## src/rtl/param_snn_core.sv

```systemverilog
// param_snn_core: timestep-driven leaky integrate-and-fire core with refractory
// period and runtime-writable weights. Define SNN_WTA_EN for winner-take-all firing.
module param_snn_core #(
    parameter int INPUTNUM   = 4,
    parameter int EXCNUM     = 2,
    parameter int DW         = 16,
    parameter int WW         = 8,
    parameter int SW         = 12,
    parameter int THRESH     = 100,
    parameter int LEAK_SHIFT = 4,
    parameter int REFRAC     = 2,
    localparam int NW        = INPUTNUM * EXCNUM,
    localparam int ADW       = (NW > 1) ? $clog2(NW) : 1
) (
    input  logic                   clk,
    input  logic                   rst,
    input  logic                   en,
    input  logic                   start,
    input  logic [INPUTNUM*SW-1:0] sensor_in,
    input  logic [INPUTNUM*SW-1:0] in_thresh,
    input  logic                   w_we,
    input  logic [ADW-1:0]         w_addr,
    input  logic [WW-1:0]          w_data,
    output logic                   w_ready,
    output logic                   busy,
    output logic                   done,
    output logic [INPUTNUM-1:0]    pre_spike,
    output logic [EXCNUM-1:0]      Output_spike,
    output logic [1:0]             dbg_state,
    output logic [EXCNUM*DW-1:0]   dbg_v
);

    localparam int IW = (INPUTNUM > 1) ? $clog2(INPUTNUM) : 1;
    localparam int AW = WW + $clog2(INPUTNUM) + 1;
    localparam int RW = (REFRAC > 0) ? $clog2(REFRAC + 1) : 1;
    localparam int XW = ((DW > AW) ? DW : AW) + 2;
    localparam logic signed [XW-1:0] VMAX = {{(XW-DW+1){1'b0}}, {(DW-1){1'b1}}};
    localparam logic signed [XW-1:0] VMIN = {{(XW-DW+1){1'b1}}, {(DW-1){1'b0}}};
    localparam logic signed [DW-1:0] THR_V = DW'(THRESH);

    // Handshake: a weight write commits on any enabled edge where w_we and
    // w_ready are both high; start is only taken while busy is low.
    typedef enum logic [1:0] {
        S_IDLE   = 2'd0,
        S_ACCUM  = 2'd1,
        S_UPDATE = 2'd2
    } state_t;

    state_t                r_state;
    logic [IW-1:0]         r_idx;
    logic signed [WW-1:0]  r_w    [NW];
    logic signed [AW-1:0]  r_acc  [EXCNUM];
    logic signed [DW-1:0]  r_v    [EXCNUM];
    logic [RW-1:0]         r_refr [EXCNUM];
    logic [INPUTNUM-1:0]   r_pre;
    logic [EXCNUM-1:0]     r_out;
    logic                  r_done;

    logic [INPUTNUM-1:0]   w_pre;
    logic signed [WW-1:0]  w_wsel [EXCNUM];
    logic signed [XW-1:0]  w_sum  [EXCNUM];
    logic signed [DW-1:0]  w_vsat [EXCNUM];
    logic [EXCNUM-1:0]     w_cross;
    logic [EXCNUM-1:0]     w_fire;
    logic                  w_wcommit;

    always_comb begin
        w_pre = '0;
        for (int i = 0; i < INPUTNUM; i++) begin
            w_pre[i] = (sensor_in[i*SW +: SW] >= in_thresh[i*SW +: SW]);
        end
    end

    // Membrane update is computed wide so the leak and accumulator sum can be
    // clamped instead of wrapping.
    always_comb begin
        w_cross = '0;
        for (int j = 0; j < EXCNUM; j++) begin
            w_wsel[j] = r_w[ADW'(int'(r_idx) * EXCNUM + j)];
            w_sum[j]  = XW'(r_v[j]) - XW'(r_v[j] >>> LEAK_SHIFT) + XW'(r_acc[j]);
            if (w_sum[j] > VMAX) begin
                w_vsat[j] = DW'(VMAX);
            end else if (w_sum[j] < VMIN) begin
                w_vsat[j] = DW'(VMIN);
            end else begin
                w_vsat[j] = DW'(w_sum[j]);
            end
            w_cross[j] = (r_refr[j] == '0) && (w_vsat[j] >= THR_V);
        end
`ifdef SNN_WTA_EN
        w_fire = w_cross & (~w_cross + EXCNUM'(1));
`else
        w_fire = w_cross;
`endif
    end

    assign w_wcommit = w_we && (r_state != S_ACCUM) && (int'(w_addr) < NW);

    always_ff @(posedge clk) begin
        if (rst) begin
            r_state <= S_IDLE;
            r_idx   <= '0;
            r_pre   <= '0;
            r_out   <= '0;
            r_done  <= 1'b0;
            for (int k = 0; k < NW; k++) begin
                r_w[k] <= '0;
            end
            for (int j = 0; j < EXCNUM; j++) begin
                r_acc[j]  <= '0;
                r_v[j]    <= '0;
                r_refr[j] <= '0;
            end
        end else if (en) begin
            if (w_wcommit) begin
                r_w[w_addr] <= w_data;
            end
            r_done <= 1'b0;
            case (r_state)
                S_IDLE: begin
                    if (start) begin
                        r_pre <= w_pre;
                        r_idx <= '0;
                        for (int j = 0; j < EXCNUM; j++) begin
                            r_acc[j] <= '0;
                        end
                        r_state <= S_ACCUM;
                    end
                end
                S_ACCUM: begin
                    for (int j = 0; j < EXCNUM; j++) begin
                        if (r_pre[r_idx]) begin
                            r_acc[j] <= r_acc[j] + AW'(w_wsel[j]);
                        end
                    end
                    if (r_idx == IW'(INPUTNUM - 1)) begin
                        r_idx   <= '0;
                        r_state <= S_UPDATE;
                    end else begin
                        r_idx <= r_idx + IW'(1);
                    end
                end
                S_UPDATE: begin
                    // Losers of a winner-take-all round reset without a refractory period.
                    for (int j = 0; j < EXCNUM; j++) begin
                        if (r_refr[j] != '0) begin
                            r_v[j]    <= '0;
                            r_refr[j] <= r_refr[j] - RW'(1);
                            r_out[j]  <= 1'b0;
                        end else if (w_fire[j]) begin
                            r_v[j]    <= '0;
                            r_refr[j] <= RW'(REFRAC);
                            r_out[j]  <= 1'b1;
                        end else if (w_cross[j]) begin
                            r_v[j]    <= '0;
                            r_out[j]  <= 1'b0;
                        end else begin
                            r_v[j]    <= w_vsat[j];
                            r_out[j]  <= 1'b0;
                        end
                    end
                    r_done  <= 1'b1;
                    r_state <= S_IDLE;
                end
                default: r_state <= S_IDLE;
            endcase
        end
    end

    always_comb begin
        dbg_v = '0;
        for (int j = 0; j < EXCNUM; j++) begin
            dbg_v[j*DW +: DW] = r_v[j];
        end
    end

    assign w_ready      = (r_state != S_ACCUM);
    assign busy         = (r_state != S_IDLE);
    assign done         = r_done;
    assign pre_spike    = r_pre;
    assign Output_spike = r_out;
    assign dbg_state    = r_state;

endmodule

```

## config.mk

```make
export PLATFORM = sky130hd
export DESIGN_NAME = param_snn_core
export DESIGN_NICKNAME = d
export VERILOG_FILES = /design/src/rtl/param_snn_core.sv
export SDC_FILE = /design/constraint.sdc
export NUM_CORES = 1
export LEC_CHECK = 0
export CAP_MARGIN = 30
export CELL_PAD_IN_SITES_DETAIL_PLACEMENT = 0
export CELL_PAD_IN_SITES_GLOBAL_PLACEMENT = 1
export CORE_UTILIZATION = 25
export CTS_CLUSTER_SIZE = 24
export DETAILED_ROUTE_END_ITERATION = 12
export DONT_BUFFER_PORTS = 1
export PLACE_DENSITY = 0.57
export SYNTH_ARGS = -nofsm -noshare
export SYNTH_HDL_FRONTEND = slang
export SYNTH_SLANG_ARGS = --single-unit
export TNS_END_PERCENT = 50
```

## constraint.sdc

```tcl
create_clock -name clk -period 5.2 [get_ports clk]
set_clock_uncertainty 0.1 [all_clocks]
set_input_delay 0.52 -clock clk [delete_from_list [all_inputs] [get_ports clk]]
set_output_delay 0.52 -clock clk [all_outputs]
set_load 0.05 [all_outputs]
```

Yosys cells after proc, flatten, opt, wreduce, memory -nomap -nowiden
Memories as Yosys holds them, arrays and structs flattened. A register that Yosys moved wholly into a read port is not among the register bits.
Cells that the tools add are included.
{"block": "word_totals", "word_cells": 147, "inputBits": 112, "memories": 4, "output_inout_bits": 43, "ff_bits": 11, "mem_bits_rw": 122}
{"memory": "r_w", "words": 8, "word_bits": 8, "rd": 2, "rd_clocked_by_memory_dff": 1, "wr": 8, "line_no": "51", "text": "logic signed [WW-1:0] r_w [NW];"}
{"memory": "r_v", "words": 2, "word_bits": 16, "rd": 2, "rd_clocked_by_memory_dff": 0, "wr": 2, "line_no": "53", "text": "logic signed [DW-1:0] r_v [EXCNUM];"}
{"memory": "r_acc", "words": 2, "word_bits": 11, "rd": 2, "rd_clocked_by_memory_dff": 0, "wr": 2, "line_no": "52", "text": "logic signed [AW-1:0] r_acc [EXCNUM];"}
{"memory": "r_refr", "words": 2, "word_bits": 2, "rd": 2, "rd_clocked_by_memory_dff": 0, "wr": 2, "line_no": "54", "text": "logic [RW-1:0] r_refr [EXCNUM];"}
{"block": "classes", "reduce_logical": 15, "n_mux": 82, "n_eq_ne": 6, "bitwise_logic": 14, "order_cmp": 11, "n_addsub": 10}
{"operator": "16-bit two-way mux", "n": 10}
{"operator": "1-bit two-way mux", "n": 53}
{"operator": "12-bit greater-or-equal comparator", "n": 4}
{"operator": "11-bit two-way mux", "n": 4}
{"operator": "17-bit by 11-bit adder with 18-bit output", "n": 2}
{"operator": "18-bit by 16-bit > comparator with 1-bit output, second input constant", "n": 2}
{"operator": "18-bit by 16-bit less-than comparator with 1-bit output, second input constant", "n": 2}
{"operator": "16-bit by 12-bit subtractor with 17-bit output", "n": 2}
{"operator": "16-bit by 8-bit greater-or-equal comparator with 1-bit output, second input constant", "n": 2}
{"operator": "11-bit by 8-bit adder with 11-bit output", "n": 2}
{"operator": "2-bit two-way mux", "n": 8}
{"operator": "1-bit bitwise OR", "n": 14}
{"operator": "3-bit two-way mux", "n": 3}
{"operator": "3-bit AND reduction", "n": 3}
{"operator": "8-bit two-way mux", "n": 1}
{"operator": "2-bit case mux with 2 select lines", "n": 2}
{"operator": "2-bit nonzero test", "n": 4}
{"operator": "8-bit OR reduction", "n": 1}
{"operator": "2-bit zero test", "n": 3}
{"operator": "2-bit equality test, second input constant", "n": 2}
{"operator": "2-bit != test, second input constant", "n": 2}
{"operator": "2-bit by 1-bit subtractor with 2-bit output, second input constant", "n": 2}
{"operator": "3-bit by 1-bit adder with 3-bit output, second input constant", "n": 1}
{"operator": "1-bit logical AND", "n": 3}
{"operator": "6 further kinds", "n": 6}

Longest topological paths before layout
{"block": "logic_depth", "depth_word": 15, "mapped_depth": 16}

Worst setup path after synthesis
OpenSTA, ideal clock, no wires.
{"block": "synth_path", "kind": "flip-flop to flip-flop", "startpoint": "mem r_v[0][7]", "endpoint": "mem r_refr[0][0] in the netlist's numbering (enable)", "path_stages_with_launch": 14, "period_less_slack_ns": 4.554, "path_buffers": 1, "arrival_ns": 4.195, "path_slack_ns": 0.646, "required_time_ns": 4.842, "path_cell_list": "edfxtp_1 -> inv_1 -> fa_1 -> inv_1 -> ha_1 -> a21oi_2 -> o21ai_2 -> and2_4 -> or4_4 -> a211oi_2 -> or4b_1 -> o41a_1 -> buf_6 -> o41a_1"}
{"item": "start: declaration", "line_no": "53"}
{"item": "end: declaration", "line_no": "54"}

==> reports/metrics.cfg <==
[run_status]
status=complete, no violations

[clocking]
cts_setup_buffers=0
holdBufCountCts=0
htree_num_levels=4
ctsResizeCount=0
clk_pin_slew_ns=0.06
cts.sinks=135
clock_latency_ns=0.43
cts_buffer_depth=2
cts_tree=done
root_buffer=clkbuf_16
cts_buffers=17

[setup_path]
crit_path_end=r_v[0][0]
worstPathMaxFanout=13
r2r-end=r_v[0][0]
end_kind=flop
critPathKind=flop to flop
required_ns=5.35
reg2reg_from=r_v[0][12]
cp_cell_sequence=fa_1, inv_1, ha_1, a211oi_1, o21ai_0, o211ai_1, a31oi_1, or4b_2, and4_1, nand2b_1, nor3_1
r2r_slack_ns=0.67
arrival_ns=4.68
cp-start-kind=flop
cp-startpoint=r_v[0][12]
r2r_cells=11
crit_path_top_delay_cell=edfxtp_1
slowest_delay_ns=0.65

[placed_design]
gp_congestion=0.791
dpl.cell_count=1606
place_worst_setup_slack_ns=0.696
numPortBuffers=0
dpl.hpwl_mm=21.0

[synth]
syn_avg_cell_area_um2=9.84
synth_cell_types=71
synth_simple_gate_area_share_pct=16.2
async_flop_share_pct=0
ys_seq_area_share_pct=37.0
ys_ff_latch=135
synth.mux.area_fraction_pct=3.63
synth_nets=1321
synth_edf_count=120
synthXorXnorAreaFrac_pct=2.99
synth-main-ff-cell=edfxtp_1
synth_fa_ha_area_share_pct=18.5
synth_compound_gate_area_share_pct=14.2
syn_area_um2=10600
synth-warning-count=0
synth_top_family_by_area=adder cells
syn_inst=1072

[cells_and_area]
diodes=0
drive_gt1_share_pct=9.22
instances_no_fill=1638
layout_common_cells=inv_1, edfxtp_1, ha_1
layout_commonest_cell=inv_1
layout-area-overhead-vs-synth_pct=13.1
final_nets=1342

[die]
core_area_um2=41200
rows=74
start_util_pct=25.6
die_w_um=207
die_h_um=207
dieArea_um2=43000
io_pins=155

[global_route]
grt_pass1_wl_mm=41.8
track_usage_pct=12.4
grt_pass1_vias=7421
grt_max_degree=29
antenna_found_initial=0
gr-total-overflow=0

[sta]
tns_ns=0
finalCritPeriodShare_pct=87.1
rsz0062_at_grt=no
finalSetupViolations=0
finalMaxSlewViolations=0
setup_ws_ns=0.669
finalHoldViolCount=0
period_minus_slack_ns=4.53
worst_pin_slew_ns=0.930
max_freq_mhz=221
relSlewSlack_pct=38.0

[route]
drc_errors=0
vias=7510
dr.pass1.iters=8
drtIter0Drc=413
avgViaCountPerCell=4.58
ant_nets=0
routedWlPerCell_um=16.1
routed_wl_mm=26.4

[flow_run]
drv_cap=0

[power_and_ir_drop]
p_per_area_nw_per_um2=288
fin_total_pwr_w=0.00343
vdd_ir_drop_max_mv=0.241
leakagePower_nw=5.19

[hold_path]
hp-class=input pin to flop

==> flip-flops by register name (all words and copies together), names as in the netlist, named ones only <==
register / cells
r_v: 32
dbg_state: 2
Output_spike: 2
r_acc: 22
done: 1
r_idx: 2
r_w: 64
r_refr: 4
pre_spike: 4
==> how the worst min path moves through the flow <==
stage	depth (start not counted)	from	slack (ns)	end
global placement	2	r_refr[1][1]	0.38	r_refr[1][1]
floorplan	2	r_refr[1][1]	0.36	r_refr[1][1]
finish	1	rst	0.05	dbg_state[1]
CTS	1	rst	0.03	dbg_state[1]
detailed placement	2	r_refr[1][1]	0.38	r_refr[1][1]
global route	1	rst	0.03	dbg_state[1]
==> worst max-delay path: cells and delay by family, from the launching register on <==
family                   cells  cell delay (ns)
buffers and inverters        1             0.05
flip-flops                   1             0.65
AND/OR/NAND/NOR              4             1.77
adder cells (fa/ha/maj)      2             0.97
AO/OA/AOI/OAI                4             0.82
==> routing by layer <==
metal,track usage [%],wire (µm),vias up
met4,3.32,312,0
li1,-,-,3794
met2,20.2,12400,125
met1,16.6,12600,3569
met5,0,0,-
met3,2.62,1020,22
==> layout make-up <==
class | count | area (µm²)
Sequential cell | 135 | 3900
Tap cell | 532 | 666
Inverter | 181 | 679
Clock buffer | 18 | 429
Fill cell | 4283 | 29300
Clock inverter | 14 | 198
Timing Repair Buffer | 26 | 193
Multi-Input combinational cell | 732 | 5860
==> logic make-up after synthesis <==
logic type | after synthesis
AO/OA/AOI/OAI | 223
XOR/XNOR | 36
adder cells (fa/ha/maj) | 137
buffers and inverters | 205
flip-flops | 135
multiplexers | 17
AND/OR/NAND/NOR | 319
==> metrics by stage <==
step | cell area (µm²) | util, % | hold slack (ns)
2_1_floorplan | 10600 | - | 0.356
3_5_place_dp | 11300 | 27.4 | 0.379
6_report | 11900 | 29.0 | 0.0499
4_1_cts | 11900 | 29.0 | 0.0347
3_3_place_gp | 11300 | 27.4 | 0.379
5_1_grt | 11900 | 29.0 | 0.0338
==> synth_stat cells (3+ instances only) <==
cell type  count  area [µm²]
nand3_1        8        40.0
and4_1         3        26.3
ha_1         105        1310
clkbuf_1      19        71.3
a2111oi_0     11        96.3
nor2b_1       10        62.6
or2_2         10        62.6
nand2b_1      24         150
o41a_1         3        33.8
xnor2_1       20         175
fa_1          32         641
nor2_1        63         236
o21bai_1       5        37.5
o211a_1        3        30.0
nor4_1         3        18.8
and3_1         8        50.1
edfxtp_1     120        3600
mux4_2        17         383
a221o_1        3        30.0
nand4_1        3        18.8
a21oi_1       70         350
a21o_1        36         270
or3_1          9        56.3
dfxtp_1       15         300
xor2_1        16         140
and2_1        71         444
or4b_2         4        40.0
nor3_1        33         165
nor3b_1        3        22.5
nand2_1       54         203
o21ai_0       31         155
inv_1        181         679
a211oi_1       7        52.6
nand3b_1       4        30.0
o21a_1        12        90.1
o211ai_1       8        60.1
==> where the power goes <==
| part | internal (W) | switching, W |
|---|---|---|
| combinational | 0.000331 | 0.000509 |
| sequential | 0.00122 | 0.0000563 |
| clock | 0.000806 | 0.000507 |
| total | 0.00236 | 0.00107 |
(Power assumes the default switching activity.)
